[src/rtl/dcache_loadpipe_l2_pkg.sv]
// Shared dcache definitions: load-pipe FSM states, address widths and
// line-offset constants used by the stage-2 load pipeline.
package dcache_loadpipe_l2_pkg;

    localparam int VADDR_W    = 32;
    localparam int LINE_OFF_W = 6;

    typedef enum logic [1:0] {
        IDLE,
        MISS_REQ,
        WAIT_REFILL,
        REPLAY
    } lp_state_e;

    function automatic logic [VADDR_W-1:0] line_base(
        input logic [VADDR_W-1:0] addr,
        input int                 low
    );
        logic [VADDR_W-1:0] r;
        r = addr;
        for (int i = 0; i < VADDR_W; i++) begin
            if (i < low) begin
                r[i] = 1'b0;
            end
        end
        return r;
    endfunction

endpackage

[src/rtl/dcache_loadpipe_l2_if.sv]
// Stage-2 load pipe bus: stage-1 request, tag/data array ports,
// miss/refill handshake and load-unit response.
interface dcache_loadpipe_l2_if #(
    parameter int WAYS      = 4,
    parameter int TAG_WIDTH = 20,
    parameter int IDX_W     = 6
) ();
    import dcache_loadpipe_l2_pkg::*;

    logic                      flush;
    logic                      s1_req_valid;
    logic                      s1_req_ready;
    logic [VADDR_W-1:0]        s1_req_vaddr;
    logic [WAYS*TAG_WIDTH-1:0] tagarray_rd_tag;
    logic [WAYS-1:0]           tagarray_rd_vld;
    logic                      dataarray_rd_en;
    logic [IDX_W-1:0]          dataarray_rd_idx;
    logic [WAYS-1:0]           dataarray_rd_way;
    logic                      miss_req_valid;
    logic                      miss_req_ready;
    logic [VADDR_W-1:0]        miss_req_paddr;
    logic                      refill_done;
    logic                      resp_valid;
    logic                      resp_hit;
    logic                      resp_replay;
    logic [VADDR_W-1:0]        resp_vaddr;

    modport master (
        input  flush, s1_req_valid, s1_req_vaddr,
        input  tagarray_rd_tag, tagarray_rd_vld,
        input  miss_req_ready, refill_done,
        output s1_req_ready,
        output dataarray_rd_en, dataarray_rd_idx, dataarray_rd_way,
        output miss_req_valid, miss_req_paddr,
        output resp_valid, resp_hit, resp_replay, resp_vaddr
    );

    modport slave (
        output flush, s1_req_valid, s1_req_vaddr,
        output tagarray_rd_tag, tagarray_rd_vld,
        output miss_req_ready, refill_done,
        input  s1_req_ready,
        input  dataarray_rd_en, dataarray_rd_idx, dataarray_rd_way,
        input  miss_req_valid, miss_req_paddr,
        input  resp_valid, resp_hit, resp_replay, resp_vaddr
    );

endinterface

[src/rtl/dcache_tag_compare.sv]
// Per-way tag match and lowest-index way select; purely combinational.
module dcache_tag_compare #(
    parameter int WAYS      = 4,
    parameter int TAG_WIDTH = 20
) (
    input  logic [WAYS*TAG_WIDTH-1:0] rd_tag,
    input  logic [WAYS-1:0]           rd_vld,
    input  logic [TAG_WIDTH-1:0]      req_tag,
    output logic                      hit,
    output logic [WAYS-1:0]           hit_way
);

    logic [WAYS-1:0] hit_vec;
    logic            found;

    always_comb begin
        hit_vec = '0;
        hit_way = '0;
        found   = 1'b0;
        for (int i = 0; i < WAYS; i++) begin
            hit_vec[i] = rd_vld[i] &&
                         (rd_tag[i*TAG_WIDTH +: TAG_WIDTH] == req_tag);
        end
        for (int i = 0; i < WAYS; i++) begin
            if (hit_vec[i] && !found) begin
                hit_way[i] = 1'b1;
                found      = 1'b1;
            end
        end
    end

    assign hit = |hit_vec;

endmodule

[src/rtl/dcache_loadpipe_l2.sv]
// Load pipeline stage 2: tag compare with same-cycle hit response,
// plus a miss FSM that requests a line fill and replays the load.
module dcache_loadpipe_l2
    import dcache_loadpipe_l2_pkg::*;
#(
    parameter int WAYS               = 4,
    parameter int TAG_WIDTH          = 20,
    parameter int TAG_ARRAY_IDX_HIGH = 11,
    parameter int TAG_ARRAY_IDX_LOW  = LINE_OFF_W
) (
    input logic                  clock,
    input logic                  reset,
    dcache_loadpipe_l2_if.master bus
);

    localparam int IDX_W = TAG_ARRAY_IDX_HIGH - TAG_ARRAY_IDX_LOW + 1;

    lp_state_e          state_q, state_d;
    logic               s2_valid_q, s2_valid_d;
    logic [VADDR_W-1:0] s2_vaddr_q, s2_vaddr_d;
    logic               cancel_q, cancel_d;

    logic [TAG_WIDTH-1:0] req_tag;
    logic                 hit;
    logic [WAYS-1:0]      hit_way;
    logic                 in_idle;
    logic                 hit_fire;
    logic                 miss_det;
    logic                 replay_fire;
    logic                 accept;

    assign req_tag = s2_vaddr_q[TAG_ARRAY_IDX_HIGH+TAG_WIDTH:TAG_ARRAY_IDX_HIGH+1];

    dcache_tag_compare #(
        .WAYS     (WAYS),
        .TAG_WIDTH(TAG_WIDTH)
    ) u_tag_cmp (
        .rd_tag (bus.tagarray_rd_tag),
        .rd_vld (bus.tagarray_rd_vld),
        .req_tag(req_tag),
        .hit    (hit),
        .hit_way(hit_way)
    );

    assign in_idle     = (state_q == IDLE);
    assign hit_fire    = in_idle && s2_valid_q && hit && !bus.flush;
    assign miss_det    = in_idle && s2_valid_q && !hit;
    assign replay_fire = (state_q == REPLAY) && !bus.flush;

    // A missing s2 load must not be overwritten by a new capture.
    assign bus.s1_req_ready = !reset && in_idle && !bus.flush && !miss_det;
    assign accept = bus.s1_req_valid && bus.s1_req_ready;

    always_comb begin
        state_d    = state_q;
        cancel_d   = cancel_q;
        s2_valid_d = 1'b0;
        s2_vaddr_d = s2_vaddr_q;
        if (accept) begin
            s2_valid_d = 1'b1;
            s2_vaddr_d = bus.s1_req_vaddr;
        end
        unique case (state_q)
            IDLE: begin
                if (miss_det && !bus.flush) begin
                    state_d    = MISS_REQ;
                    s2_valid_d = 1'b1;
                end
            end
            MISS_REQ: begin
                s2_valid_d = s2_valid_q && !bus.flush;
                if (bus.miss_req_ready) begin
                    state_d  = WAIT_REFILL;
                    cancel_d = bus.flush;
                end else if (bus.flush) begin
                    state_d = IDLE;
                end
            end
            WAIT_REFILL: begin
                s2_valid_d = s2_valid_q && !bus.flush;
                if (bus.refill_done) begin
                    state_d  = (cancel_q || bus.flush) ? IDLE : REPLAY;
                    cancel_d = 1'b0;
                end else if (bus.flush) begin
                    cancel_d = 1'b1;
                end
            end
            REPLAY: begin
                state_d = IDLE;
            end
            default: begin
                state_d = IDLE;
            end
        endcase
    end

    always_ff @(posedge clock or posedge reset) begin
        if (reset) begin
            state_q    <= IDLE;
            s2_valid_q <= 1'b0;
            s2_vaddr_q <= '0;
            cancel_q   <= 1'b0;
        end else begin
            state_q    <= state_d;
            s2_valid_q <= s2_valid_d;
            s2_vaddr_q <= s2_vaddr_d;
            cancel_q   <= cancel_d;
        end
    end

    assign bus.dataarray_rd_en  = hit_fire;
    assign bus.dataarray_rd_idx = hit_fire ?
        s2_vaddr_q[TAG_ARRAY_IDX_HIGH:TAG_ARRAY_IDX_LOW] : IDX_W'(0);
    assign bus.dataarray_rd_way = hit_fire ? hit_way : '0;

    assign bus.miss_req_valid = (state_q == MISS_REQ);
    assign bus.miss_req_paddr = bus.miss_req_valid ?
        line_base(s2_vaddr_q, TAG_ARRAY_IDX_LOW) : '0;

    assign bus.resp_valid  = hit_fire || replay_fire;
    assign bus.resp_hit    = hit_fire;
    assign bus.resp_replay = replay_fire;
    assign bus.resp_vaddr  = bus.resp_valid ? s2_vaddr_q : '0;

endmodule

[src/flat_wrapper.sv]
// flat-port wrapper written by rule: the top's interface ports become plain ports
module dcache_loadpipe_l2_flat import dcache_loadpipe_l2_pkg::*;
#(
    parameter int WAYS               = 4,
    parameter int TAG_WIDTH          = 20,
    parameter int TAG_ARRAY_IDX_HIGH = 11,
    parameter int TAG_ARRAY_IDX_LOW  = LINE_OFF_W
)
  (clock, reset, bus_flush, bus_s1_req_valid, bus_s1_req_vaddr, bus_tagarray_rd_tag, bus_tagarray_rd_vld, bus_miss_req_ready, bus_refill_done, bus_s1_req_ready, bus_dataarray_rd_en, bus_dataarray_rd_idx, bus_dataarray_rd_way, bus_miss_req_valid, bus_miss_req_paddr, bus_resp_valid, bus_resp_hit, bus_resp_replay, bus_resp_vaddr);
  dcache_loadpipe_l2_if #(.WAYS(WAYS), .TAG_WIDTH(TAG_WIDTH), .IDX_W(6)) bus_i ();
  input logic clock;
  input logic reset;
  input wire logic [$bits(bus_i.flush)-1:0] bus_flush;
  input wire logic [$bits(bus_i.s1_req_valid)-1:0] bus_s1_req_valid;
  input wire logic [$bits(bus_i.s1_req_vaddr)-1:0] bus_s1_req_vaddr;
  input wire logic [$bits(bus_i.tagarray_rd_tag)-1:0] bus_tagarray_rd_tag;
  input wire logic [$bits(bus_i.tagarray_rd_vld)-1:0] bus_tagarray_rd_vld;
  input wire logic [$bits(bus_i.miss_req_ready)-1:0] bus_miss_req_ready;
  input wire logic [$bits(bus_i.refill_done)-1:0] bus_refill_done;
  output wire logic [$bits(bus_i.s1_req_ready)-1:0] bus_s1_req_ready;
  output wire logic [$bits(bus_i.dataarray_rd_en)-1:0] bus_dataarray_rd_en;
  output wire logic [$bits(bus_i.dataarray_rd_idx)-1:0] bus_dataarray_rd_idx;
  output wire logic [$bits(bus_i.dataarray_rd_way)-1:0] bus_dataarray_rd_way;
  output wire logic [$bits(bus_i.miss_req_valid)-1:0] bus_miss_req_valid;
  output wire logic [$bits(bus_i.miss_req_paddr)-1:0] bus_miss_req_paddr;
  output wire logic [$bits(bus_i.resp_valid)-1:0] bus_resp_valid;
  output wire logic [$bits(bus_i.resp_hit)-1:0] bus_resp_hit;
  output wire logic [$bits(bus_i.resp_replay)-1:0] bus_resp_replay;
  output wire logic [$bits(bus_i.resp_vaddr)-1:0] bus_resp_vaddr;
  assign bus_i.flush = bus_flush;
  assign bus_i.s1_req_valid = bus_s1_req_valid;
  assign bus_i.s1_req_vaddr = bus_s1_req_vaddr;
  assign bus_i.tagarray_rd_tag = bus_tagarray_rd_tag;
  assign bus_i.tagarray_rd_vld = bus_tagarray_rd_vld;
  assign bus_i.miss_req_ready = bus_miss_req_ready;
  assign bus_i.refill_done = bus_refill_done;
  assign bus_s1_req_ready = bus_i.s1_req_ready;
  assign bus_dataarray_rd_en = bus_i.dataarray_rd_en;
  assign bus_dataarray_rd_idx = bus_i.dataarray_rd_idx;
  assign bus_dataarray_rd_way = bus_i.dataarray_rd_way;
  assign bus_miss_req_valid = bus_i.miss_req_valid;
  assign bus_miss_req_paddr = bus_i.miss_req_paddr;
  assign bus_resp_valid = bus_i.resp_valid;
  assign bus_resp_hit = bus_i.resp_hit;
  assign bus_resp_replay = bus_i.resp_replay;
  assign bus_resp_vaddr = bus_i.resp_vaddr;
  dcache_loadpipe_l2 #(.WAYS(WAYS), .TAG_WIDTH(TAG_WIDTH), .TAG_ARRAY_IDX_HIGH(TAG_ARRAY_IDX_HIGH), .TAG_ARRAY_IDX_LOW(TAG_ARRAY_IDX_LOW)) u_core (.clock(clock), .reset(reset), .bus(bus_i));
endmodule
[config.mk]
export PLATFORM = sky130hd
export DESIGN_NAME = dcache_loadpipe_l2_flat
export DESIGN_NICKNAME = d
export VERILOG_FILES = /design/src/rtl/dcache_loadpipe_l2_pkg.sv /design/src/rtl/dcache_loadpipe_l2_if.sv /design/src/rtl/dcache_tag_compare.sv /design/src/rtl/dcache_loadpipe_l2.sv /design/src/flat_wrapper.sv
export SDC_FILE = /design/constraint.sdc
export NUM_CORES = 1
export LEC_CHECK = 0
export ABC_AREA = 1
export BUFFER_PORTS_ARGS = -buffer_cell sky130_fd_sc_hd__buf_2
export CAP_MARGIN = 10
export CELL_PAD_IN_SITES_DETAIL_PLACEMENT = 1
export CELL_PAD_IN_SITES_GLOBAL_PLACEMENT = 2
export CORE_ASPECT_RATIO = 1.2
export CORE_MARGIN = 2
export CORE_UTILIZATION = 22
export CTS_CLUSTER_DIAMETER = 150
export DETAILED_ROUTE_END_ITERATION = 16
export PLACE_DENSITY_LB_ADDON = 0.1
export SKIP_CTS_REPAIR_TIMING = 1
export SLEW_MARGIN = 10
export SYNTH_ARGS = -nofsm -noshare
export SYNTH_HDL_FRONTEND = slang
export SYNTH_SLANG_ARGS = --single-unit
[constraint.sdc]
create_clock -name clock -period 6.5 [get_ports clock]
set_clock_uncertainty 0.1 [all_clocks]
set_input_delay 1.3 -clock clock [delete_from_list [all_inputs] [get_ports clock]]
set_output_delay 1.3 -clock clock [all_outputs]
set_load 0.02 [all_outputs]
[After elaboration in Yosys (flattened, before gate mapping)]
Cells that the tools add are included.
Storage, ports and cells
  bits of input ports: 122
  register bits after elaboration: 36
  word-level logic and storage cells: 72
Cells by class
  muxes and demuxes: 23
  equal/unequal tests: 12
  reduce and logical (&&, ||, !) cells: 33
Operator list (count)
  $eq A20 B20 Y1: 4
  $mux W32: 2
  $logic_and A1 B1 Y1: 18
  $mux W1: 11
  $mux W2: 5
  $pmux W2 S4: 1
  $logic_not A1 Y1: 7
  $mux W6: 1
  $ne A2 B2 Y1 const B: 3
  $ne A3 B3 Y1 const B: 2
  $reduce_and A3 Y1: 2
  $eq A2 B2 Y1 const B: 2
  $mux W4: 1
  $pmux W1 S2: 2
  $reduce_or A4 Y1: 1
  $eq A2 B1 Y1 const B: 1
  $logic_not A2 Y1: 1
  $logic_or A1 B1 Y1: 2
  $reduce_bool A2 Y1: 1
  $reduce_or A2 Y1: 1

[Longest topological paths before layout]
  depth after elaboration: 13
  gate-level depth with buffers: 16
  depth with buffers taken out: 15

[Cells and area by module]
From an unflattened synthesis, not the netlist that was laid out.
Second synthesis, totals
  cell total of the unflattened synthesis: 675
  area total of the unflattened synthesis: 3714.8 um^2
Modules (own cells, without submodules)
  dcache_loadpipe_l2: cells each 335, times used 1, area an instance 2284.7 um^2, seq. area each 900.9 um^2
  dcache_tag_compare: cells each 340, times used 1, area an instance 1430.1 um^2, seq. area each 0.0 um^2

[Worst setup path before layout]
OpenSTA, ideal clock, no wires.
  kind: input -> output
  from: in reset
  to: out bus_s1_req_ready
  data required time: 5100 ps
  path slack: 2317 ps
  buffers on the path: 1
  data arrival time: 2783 ps
  cell stages on the path: 5
  cells stage by stage: inv_1 > nand2_1 > nor2_1 > a21boi_4 > buf_6
On the way
  longest elaborated chain between the ends: 4
Ends and longest elaborated chain
  start, declared: RTL line flat_wrapper.sv:12  | input logic reset;
  $logic_not A1 Y1: RTL line dcache_loadpipe_l2.sv:51  | assign bus.s1_req_ready = !reset && in_idle && !bus.flush && !miss_det;
  $logic_and A1 B1 Y1 (3 in a row): RTL line dcache_loadpipe_l2.sv:51
  end, declared: RTL line flat_wrapper.sv:20  | output wire logic [$bits(bus_i.s1_req_ready)-1:0] bus_s1_req_ready;
Every way passes these cells.

[Worst setup path after layout]
  from: in bus_tagarray_rd_tag[55]
  to: out bus_resp_vaddr[31]
On the way
  longest elaborated chain between the ends: 7
Ends and longest elaborated chain
  start, declared: RTL line flat_wrapper.sv:16  | input wire logic [$bits(bus_i.tagarray_rd_tag)-1:0] bus_tagarray_rd_tag;
  $eq A20 B20 Y1: RTL line dcache_tag_compare.sv:22  | (rd_tag[i*TAG_WIDTH +: TAG_WIDTH] == req_tag);
  $logic_and A1 B1 Y1: RTL line dcache_tag_compare.sv:21  | hit_vec[i] = rd_vld[i] &&
  $reduce_or A4 Y1: RTL line dcache_tag_compare.sv:32  | assign hit = |hit_vec;
  $logic_and A1 B1 Y1 (2 in a row): RTL line dcache_loadpipe_l2.sv:46  | assign hit_fire = in_idle && s2_valid_q && hit && !bus.flush;
  $logic_or A1 B1 Y1: RTL line dcache_loadpipe_l2.sv:120  | assign bus.resp_valid = hit_fire || replay_fire;
  $mux W32: RTL line dcache_loadpipe_l2.sv:123  | assign bus.resp_vaddr = bus.resp_valid ? s2_vaddr_q : '0;
  end, declared: RTL line flat_wrapper.sv:29  | output wire logic [$bits(bus_i.resp_vaddr)-1:0] bus_resp_vaddr;
Every way passes these cells.

==> run summary <==
clk slew on worst S/H paths: 0.06 ns
Critical Path RT: 5.10 ns
setup_tns: 0 ns
die area: 17600 sq um
Pwr Density: 368 nW/um^2
core area: 16200 sq um
worst hold path type: flip-flop to flip-flop
DRC Markers: 0
final period utilization: 75.8%
vias in the first global route: 4638
H-tree Lvls: 2
initial core utilization: 22.4%
crit path DAT: 3.53 ns
hpwl dp: 13600 um
TritonCTS clock tree: built
met2 Use GR: 35.6%
Routed Antenna Nets: 0
reg2reg setup slack: 3.74 ns
drt wl/cell: 15.8 um
number of hold violations in the final report: 0
clk buf depth: 2
Layout Cells excl Fill: 1050
share of cells above drive strength 1: 27.8%
Design Area, Final: 4880 sq um
FF+latch count, synth: 36
crit path max fanout: 41
Pleak: 0.00320 uW
area grow syn2layout: 34.1%
fin crit period: 4.93 ns
FP Rows: 51
CTS Buf Count: 5
CTS Root Cell: clkbuf_16
Setup-failing EPs final: 0
clk_lat worst skew: 0.28 ns
first-iteration detailed-routing DRC count: 133
Die Span X: 121 um
critical path class: input port to output port
post-synthesis cell count: 659
Post-Syn Area: 3640 sq um
first-pass GRT wire length: 24700 um
CP Capture Type: output port
global routing usage on met3: 2.66%
largest net degree at the start of global routing: 42
initial antenna violation count: 2
register area share after synthesis: 24.8%
Yosys cell types: 30
status: finished clean
gr usage total: 18.6%
max-slew violation count: 0
Final Wtd Congestion: 0.840
first drt pass iteration count: 4
Die Ht: 145 um
peak supply drop: 129 uV
number of placed I/O pins: 202
Top Usage Layer GRT: met2
Final nets: 965
Total Wirelength: 16600 um
Yosys Warn Count: 0
PortBufs: 195
fmax: 0.203 GHz
dpl cells: 1042
DR vias: 4516
GR Util met1: 21.8%
gr ovfl total: 0
Setup crit start kind: input port
Sink Count: 36
Vias/cell: 4.30
Cell Area, Placed: 4740 sq um
max capacitance violation total: 0
RSZ-0062 raised after global routing: false
Slew HR: 23.0%
Mean Syn Cell Area: 5.52 sq um
Worst-Margin Slew: 1.15 ns
## area by class of cell
type                            instances  area [sq um]
Inverter                              111           417
Antenna cell                            1          2.50
Clock buffer                            6           129
Timing Repair Buffer                  199          1010
Clock inverter                          1          5.00
Tap cell                              212           265
Sequential cell                        36           901
Fill cell                            2224         11300
Multi-Input combinational cell        484          2150
## kinds of logic after synthesis
logic type                 synth area share (%)
AOI/OAI and AO/OA                          8.98
xor gates and xnor gates                   2.65
adders and majority gates                  2.06
buffers and inverters                      16.9
DFF                                        24.8
other                                     0.103
and+or+nand+nor                            44.6
## cells in the final DEF (no fill, tap or decap), types with 2 or more instances in the layout
master / instances
buf_4: 4
nand3_2: 3
o21ai_0: 6
ha_1: 6
or2_1: 4
inv_2: 20
xnor2_1: 8
a21boi_0: 5
nor2_1: 56
inv_1: 91
dfrtp_1: 36
buf_2: 195
nand3_1: 46
conb_1: 6
clkbuf_16: 5
xor2_1: 3
nand2_1: 290
o21ai_1: 10
a21o_1: 2
a21oi_1: 28
or2_0: 2
## per-layer routing
layer,part of all wire [%],up-vias
li1,-,2301
met1,42,2077
met2,51,124
met3,5.1,12
met4,1.3,2
met5,0.078,-
## final timing paths
check / start / to / cells past startpoint
worst max-delay path: bus_tagarray_rd_tag[55] / bus_resp_vaddr[31] / 12
worst min-delay path: u_core.s2_vaddr_q[4] / u_core.s2_vaddr_q[4] / 2
worst max register to register: u_core.s2_vaddr_q[25] / u_core.s2_vaddr_q[3] / 13
worst min register to register: u_core.s2_vaddr_q[4] / u_core.s2_vaddr_q[4] / 2
max in group asynchronous: reset / u_core.s2_vaddr_q[6] / 3
min in group asynchronous: reset / u_core.s2_vaddr_q[15] / 3
## stage by stage
stage	setup slack [ns]	hold slack [ns]	util (%)	power (uW)
final	1.57	0.381	30.1	1790
after global routing	1.37	0.401	30.1	1990
after CTS	1.56	0.377	30.1	1830
after detailed placement	1.56	0.361	29.3	1590
after global placement	1.61	0.360	29.3	1570
after floorplan	2.32	0.343	-	1190
## synth_stat cells, drive strengths merged
master / instances / area, sq um
nand2: 291 / 1090
nand3: 49 / 260
o211ai: 1 / 7.51
inv: 111 / 417
buf: 26 / 171
nor3b: 1 / 7.51
xnor2: 8 / 70.1
nor2: 57 / 221
a21boi: 7 / 63.8
xor2: 3 / 26.3
dfrtp: 36 / 901
o21ai: 17 / 85.1
ha: 6 / 75.1
a21o: 2 / 15.0
clkbuf: 7 / 26.3
a21oi: 28 / 140
or2: 6 / 37.5
a31o: 1 / 8.76
a31oi: 1 / 6.26
conb: 1 / 3.75
## critical path, cell delays in order
cell     delay [ns]
buf_2          0.11
inv_1          0.04
nand2_1        0.04
o21ai_0        0.08
nor2_1         0.06
nand2_1        0.11
nor2_1         0.08
nand3_1        0.13
nand2_1        0.15
o21ai_4        0.91
a21oi_1        0.27
buf_2          0.25
## state kept, by name, summed over array words and instances (netlist names)
register / count
u_core.state_q: 2
u_core.cancel_q: 1
u_core.s2_vaddr_q: 32
u_core.s2_valid_q: 1
## power by group
group	leakage (uW)	internal (uW)	switching, uW
Combinational	0.00268	351	688
Sequential	0.000451	331	193
Clock	0.0000667	139	92.2
No activity file was read; power rests on OpenSTA's default activity.
